$ cat src/rtl/apb_requester.sv
`default_nettype none
// apb_requester: turns single-beat commands into APB3 SETUP/ACCESS transfers,
// returns a one-cycle response and aborts transfers that stall too long.
module apb_requester #(
  parameter int TIMEOUT_CYCLES = 16
) (
  input  logic        clk,
  input  logic        reset,
  input  logic        cmd_valid_i,
  output logic        cmd_ready_o,
  input  logic        cmd_write_i,
  input  logic [9:0]  cmd_addr_i,
  input  logic [31:0] cmd_wdata_i,
  output logic        rsp_valid_o,
  output logic [31:0] rsp_rdata_o,
  output logic        rsp_err_o,
  output logic        psel_o,
  output logic        penable_o,
  output logic [9:0]  paddr_o,
  output logic        pwrite_o,
  output logic [31:0] pwdata_o,
  input  logic [31:0] prdata_i,
  input  logic        pready_i
);

  localparam int CNT_W = (TIMEOUT_CYCLES > 0) ? $clog2(TIMEOUT_CYCLES + 1) : 1;
  localparam logic [CNT_W-1:0] LIMIT = CNT_W'(TIMEOUT_CYCLES);
  localparam logic TIMEOUT_EN = (TIMEOUT_CYCLES > 0);

  typedef enum logic [1:0] {
    IDLE   = 2'd0,
    SETUP  = 2'd1,
    ACCESS = 2'd2
  } state_t;

  state_t            state, state_nx;
  logic [CNT_W-1:0]  wait_cnt, wait_cnt_nx, wait_inc;
  logic              ready_nx, psel_nx, penable_nx, pwrite_nx;
  logic              rsp_valid_nx, rsp_err_nx;
  logic [9:0]        paddr_nx;
  logic [31:0]       pwdata_nx, rsp_rdata_nx;

  // Saturating increment so a disabled timeout can never wrap the counter.
  assign wait_inc = (wait_cnt == {CNT_W{1'b1}}) ? wait_cnt : wait_cnt + 1'b1;

  always_ff @(posedge clk or posedge reset) begin
    if (reset) begin
      state       <= IDLE;
      wait_cnt    <= '0;
      cmd_ready_o <= 1'b1;
      psel_o      <= 1'b0;
      penable_o   <= 1'b0;
      paddr_o     <= '0;
      pwrite_o    <= 1'b0;
      pwdata_o    <= '0;
      rsp_valid_o <= 1'b0;
      rsp_rdata_o <= '0;
      rsp_err_o   <= 1'b0;
    end else begin
      state       <= state_nx;
      wait_cnt    <= wait_cnt_nx;
      cmd_ready_o <= ready_nx;
      psel_o      <= psel_nx;
      penable_o   <= penable_nx;
      paddr_o     <= paddr_nx;
      pwrite_o    <= pwrite_nx;
      pwdata_o    <= pwdata_nx;
      rsp_valid_o <= rsp_valid_nx;
      rsp_rdata_o <= rsp_rdata_nx;
      rsp_err_o   <= rsp_err_nx;
    end
  end

  always_comb begin
    state_nx     = state;
    wait_cnt_nx  = wait_cnt;
    ready_nx     = cmd_ready_o;
    psel_nx      = psel_o;
    penable_nx   = penable_o;
    paddr_nx     = paddr_o;
    pwrite_nx    = pwrite_o;
    pwdata_nx    = pwdata_o;
    rsp_valid_nx = 1'b0;
    rsp_rdata_nx = rsp_rdata_o;
    rsp_err_nx   = rsp_err_o;

    case (state)
      IDLE: begin
        ready_nx   = 1'b1;
        psel_nx    = 1'b0;
        penable_nx = 1'b0;
        if (cmd_valid_i && cmd_ready_o) begin
          paddr_nx    = cmd_addr_i;
          pwrite_nx   = cmd_write_i;
          pwdata_nx   = cmd_write_i ? cmd_wdata_i : 32'd0;
          psel_nx     = 1'b1;
          ready_nx    = 1'b0;
          wait_cnt_nx = '0;
          state_nx    = SETUP;
        end
      end

      SETUP: begin
        penable_nx = 1'b1;
        state_nx   = ACCESS;
      end

      ACCESS: begin
        if (pready_i) begin
          psel_nx      = 1'b0;
          penable_nx   = 1'b0;
          ready_nx     = 1'b1;
          rsp_valid_nx = 1'b1;
          rsp_err_nx   = 1'b0;
          rsp_rdata_nx = pwrite_o ? 32'd0 : prdata_i;
          state_nx     = IDLE;
        end else begin
          wait_cnt_nx = wait_inc;
          // This low-ready cycle is the TIMEOUT_CYCLES-th one: abort now.
          if (TIMEOUT_EN && (wait_inc >= LIMIT)) begin
            psel_nx      = 1'b0;
            penable_nx   = 1'b0;
            ready_nx     = 1'b1;
            rsp_valid_nx = 1'b1;
            rsp_err_nx   = 1'b1;
            rsp_rdata_nx = 32'd0;
            state_nx     = IDLE;
          end
        end
      end

      default: begin
        psel_nx    = 1'b0;
        penable_nx = 1'b0;
        ready_nx   = 1'b1;
        state_nx   = IDLE;
      end
    endcase
  end

endmodule
`default_nettype wire
$ cat config.mk
export PLATFORM = sky130hd
export DESIGN_NAME = apb_requester
export DESIGN_NICKNAME = d
export VERILOG_FILES = /design/src/rtl/apb_requester.sv
export SDC_FILE = /design/constraint.sdc
export NUM_CORES = 1
export LEC_CHECK = 0
export ABC_AREA = 0
export CAP_MARGIN = 30
export CORE_MARGIN = 2
export CORE_UTILIZATION = 41
export CTS_CLUSTER_DIAMETER = 80
export DETAILED_ROUTE_END_ITERATION = 7
export PLACE_DENSITY = 0.8
export SLEW_MARGIN = 20
export SYNTH_ARGS = -nofsm -noshare
export SYNTH_HDL_FRONTEND = slang
export SYNTH_SLANG_ARGS = --single-unit
$ cat constraint.sdc
create_clock -name clk -period 4.6 [get_ports clk]
set_input_delay 1.38 -clock clk [delete_from_list [all_inputs] [get_ports clk]]
set_output_delay 1.38 -clock clk [all_outputs]
set_load 0.005 [all_outputs]
## After elaboration in Yosys (flattened, before gate mapping)

Cells that the tools add are included.

- $lt $le $gt $ge: 1
- Mux-type cells: 25
- Reductions and logical operators: 9
- Bitwise operators: 1
- Add/subtract/negate cells: 1
- Equal/unequal tests: 6

Operators with widths:

| kind | count |
|---|---|
| 2-to-1 mux 32 bit | 4 |
| 2-to-1 mux 5 bit | 3 |
| 2-to-1 mux 1 bit | 10 |
| one-hot mux 5 bit (2 select lines) | 1 |
| AND reduction 2 bit | 4 |
| 2-to-1 mux 2 bit | 3 |
| one-hot mux 1 bit (3 select lines) | 2 |
| one-hot mux 2 bit (3 select lines) | 1 |
| adder 5 x 1 -> 5 bit, second input constant | 1 |
| equality test 5 bit, second input constant | 1 |
| >= comparator 5 bit, second input constant | 1 |
| inequality test 2 bit, second input constant | 2 |
| nonzero test 2 bit | 2 |
| inequality test 3 bit, second input constant | 1 |
| AND reduction 3 bit | 1 |
| equality test 2 x 1 -> 1 bit, second input constant | 1 |
| equality test 2 bit, second input constant | 1 |
| zero test 2 bit | 1 |
| one-hot mux 1 bit (2 select lines) | 1 |
| logical AND 1 bit | 1 |
| NOT 1 bit | 1 |

- Word-level logic and storage cells: 54
- Input port bits: 79
- Register bits after elaboration: 87
- Output and inout port bits: 80

## Logic depth before layout (Yosys ltp)

- Depth after elaboration: 6
- Gate-level depth with buffers: 6
- Gate-level depth less buffers: 4

## Least setup slack after synthesis

No wires, ideal clock.

- Kind: input-to-reg
- From: input cmd_valid_i
- To: register paddr_o[3]
- Stages: 4
- Arrival: 2058 ps
- Data required time: 4475 ps
- Setup slack: 2417 ps
- Buffers on the path: 2
- Setup time: 125 ps
- Cells stage by stage: nand4bb_1 > buf_2 > buf_6 > mux2_4

- Cells in the longest elaborated chain, start to end: 2

Ends and longest elaborated chain:

| element | RTL line | RTL |
|---|---|---|
| from (decl) | 9 | `input logic cmd_valid_i,` |
| logical AND 1 bit | 92 | `if (cmd_valid_i && cmd_ready_o) begin` |
| AND reduction 2 bit (no source line) | n/a |  |
| to (signal assigned) | 65 | `paddr_o <= paddr_nx;` |
| to (decl) | 19 | `output logic [9:0] paddr_o,` |

No other way between the ends.
A chain may end at the register's enable or synchronous reset.

## Worst setup path after layout

- From: input cmd_valid_i
- To: register paddr_o[2]

The elaborated chain is that of the path after synthesis.

==> impl_metrics.toml <==
[grt]
grt_remaining_overflow = 0
grt_pass1_wl_mm = 12.8
grt_pass1_vias = 2560
grt_util_met2_pct = 28.1
grt-busiest-layer = "met2"
gr-usage-met3_pct = 5.17
grt_util_all_layers_pct = 18.3
global_route.usage.met1_pct = 24.6
antenna_found_initial = 0
grt_max_degree = 51

[route]
routed_via_density = 4.90
drtPass1Iterations = 4
ant_nets = 0
remaining_drc_errors = 0
route.detailed.wl_per_inst_um = 15.2
vias = 2686
drt_iter0_markers = 56
wirelength_mm = 8.35

[clock_tree]
post_cts_resized = 0
numClockSinks = 87
path_clk_slew_ns = 0.08
cts_setup_buffers = 0
cts_root_buf = "clkbuf_8"
postCtsHoldBufs = 0
cts_buffers = 9
clockBufferDepth = 2
ctsHtreeMaxLevel = 3
cts_tree = "yes"
clk_latency_ns = 0.35

[die]
dieHeight_um = 95.7
chipWidth_um = 95.7
rows = 33
start_util_pct = 42.2
fp.dieArea_sq_mm = 0.00916
io_pins = 159
coreArea_sq_mm = 0.00818

[pwr]
fin_total_pwr_uw = 3120
power_switching_share_pct = 29.4
intPower_uw = 2210
clkPwrFrac_pct = 16.4
powerDensity_mw_per_mm2 = 593
seq_power_share_pct = 41.3
combPwrFrac_pct = 42.3
ir_worst_vdd_uv = 291
p_sw_uw = 918
leakage_uw = 0.00236

[yosys]
synth_cells = 283
synthTopCellsByArea = "dfrtp_1, a22o_1, nand2_1, mux2_4, o21ai_1"
synth_area_leader_cell = "dfrtp_1"
yosysWarnings = 0
synth_area_per_cell_sq_um = 12.2
yosysTopAreaCellShare_pct = 62.4
yosysSeqAreaShare_pct = 63.2
syn_area_sq_mm = 0.00345
synth_cell_types = 31
synth.net_count = 363
synth_seq_cells = 87

[job]
drv_cap = 0

[worst_setup_path]
critPathLaunchType = "input pin"
crit_arrival_ns = 3.14
required_ns = 4.83
critPathLaunch = "cmd_valid_i"
regToRegStartpoint = "wait_cnt[0]"
crit_buf_inv = 2
path_max_fanout = 50
cp_slowest_cell = "clkdlybuf4s50_1"
slowest_delay_ns = 0.50
crit_family = "buffers and inverters"
critPathKind = "input pin to flop"
worstPathCellList = "clkdlybuf4s50_1, nand4bb_4, buf_4, mux2_4"
worstSetupEndpointType = "flop"

[timing]
tns_ns = 0
period_share_pct = 63.1
finalClockSkew_ns = 0.0122
hold_violations = 0
relSlewSlack_pct = 44.6
slew_violations = 0
period_minus_slack_ns = 2.90
finalSetupViolCount = 0
fmax_mhz = 345
rsz0062_at_grt = "false"
tightest_slew_ns = 0.828

[finish]
fillers = 623
drive_gt1_share_pct = 9.26
area_growth_pct = 52.7
fin_nets = 518
n_antenna_cell = 0

[placed_design]
portBuffers = 158
gp_congestion = 0.719
hpwlAfterDp_mm = 6.29

[outcome]
status = "finished clean"

[min_path]
hp-start = "pwdata_o[6]"
hold_path_class = "flop to flop"
[flip-flops by register name (all words and copies together) (netlist names)]
signal,count
pwdata_o,32
rsp_err_o,1
paddr_o,10
pwrite_o,1
psel_o,1
cmd_ready_o,1
wait_cnt,5
rsp_rdata_o,32
rsp_valid_o,1
penable_o,1
state,2
[synth_stat cells]
cell       number
nor2b_2         1
and3_1          1
a22o_1         32
buf_2           4
buf_8           3
nand4bb_1       1
mux2i_1         2
buf_6           8
o21ai_4         1
ha_1            1
o21ai_0         1
a21o_1          2
o21ai_1        32
a31oi_1         1
a31o_2          1
inv_1           3
inv_2           2
and2b_1         1
and4_1          2
nand2_1        69
nor2_1          1
dfrtp_1        86
a21oi_1         5
nor3b_2         1
clkbuf_1        5
dfstp_2         1
and3b_1         1
a31o_1          1
a41oi_1         1
nor3_1          2
mux2_4         11
[layer usage]
layer	routed length [um]	part of all wire (%)
met4	160	1.9
met2	3780	45
met3	852	10
met5	0	0
met1	3550	43
[logic make-up (layout without fill, tap and decap cells)]
kind of cell / Yosys count / after routing / share of synthesized area, %
compound gates: 77 / 77 / 15.5
simple gates: 80 / 80 / 10.0
flops: 87 / 87 / 63.2
buf+inv: 25 / 185 / 5.59
fa+ha+maj: 1 / 1 / 0.363
mux: 13 / 13 / 5.37
[final timing paths]
path	cells after the start	slack (ns)	endpoint
max	4	1.70	paddr_o[2]
min	2	0.49	pwdata_o[6]
max reg2reg	4	2.61	rsp_rdata_o[21]
min reg2reg	2	0.49	pwdata_o[6]
max in group asynchronous	3	2.54	cmd_ready_o
min in group asynchronous	2	1.40	paddr_o[6]
[worst min-delay path, cell delays in order, from the launching register on]
cell     delay, ns
dfrtp_1       0.35
nand2_1       0.05
o21ai_1       0.06
[area by class of cell]
| class | count | area (sq um) | area share (%) |
|---|---|---|---|
| timing repair buffer | 164 | 1650 | 31.4 |
| sequential | 87 | 2180 | 41.4 |
| multi-input combinational | 171 | 1090 | 20.8 |
| tap | 105 | 131 | 2.49 |
| clock inverter | 6 | 61.3 | 1.16 |
| inverter | 5 | 20.0 | 0.380 |
| clock buffer | 10 | 128 | 2.42 |
[power groups by stage]
| stage | clock network (uW) | registers, uW | logic (uW) |
|---|---|---|---|
| final | 512 | 1290 | 1320 |
| after global routing | 563 | 1330 | 1450 |
| after global placement | 0 | 1300 | 1290 |
| after detailed placement | 0 | 1300 | 1340 |
| after CTS | 525 | 1290 | 1340 |
| after floorplan | 0 | 1300 | 568 |
[cell usage in the layout, fill, tap and decap left out, drive strengths merged]
master and count:
nor3b 1, nor3 2, mux2i 2, nor2b 1
a21o 2, clkbuf 10, nand4bb 1, and3 1
and4 2, mux2 11, dfrtp 86, nor2 1
ha 1, dfstp 1, clkinv 5, nand2 69
o21ai 34, a21oi 5, clkinvlp 1, buf 6
a41oi 1, and2b 1, bufinv 1, a31o 2
a31oi 1, a22o 32, clkdlybuf4s50 158, inv 4
and3b 1
[through the flow]
stage / setup slack (ns) / area, sq um / utilization (%) / hold slack (ns) / std cells
5_1_grt: 1.59 / 5270 / 64.4 / 0.520 / 548
3_3_place_gp: 1.34 / 5030 / 61.5 / 0.468 / 529
3_5_place_dp: 1.32 / 5080 / 62.1 / 0.476 / 532
4_1_cts: 1.70 / 5270 / 64.4 / 0.493 / 548
2_1_floorplan: 0.971 / 3450 / - / 0.456 / 283
6_report: 1.70 / 5270 / 64.4 / 0.489 / 548
Power figures use the tool's default switching activity.
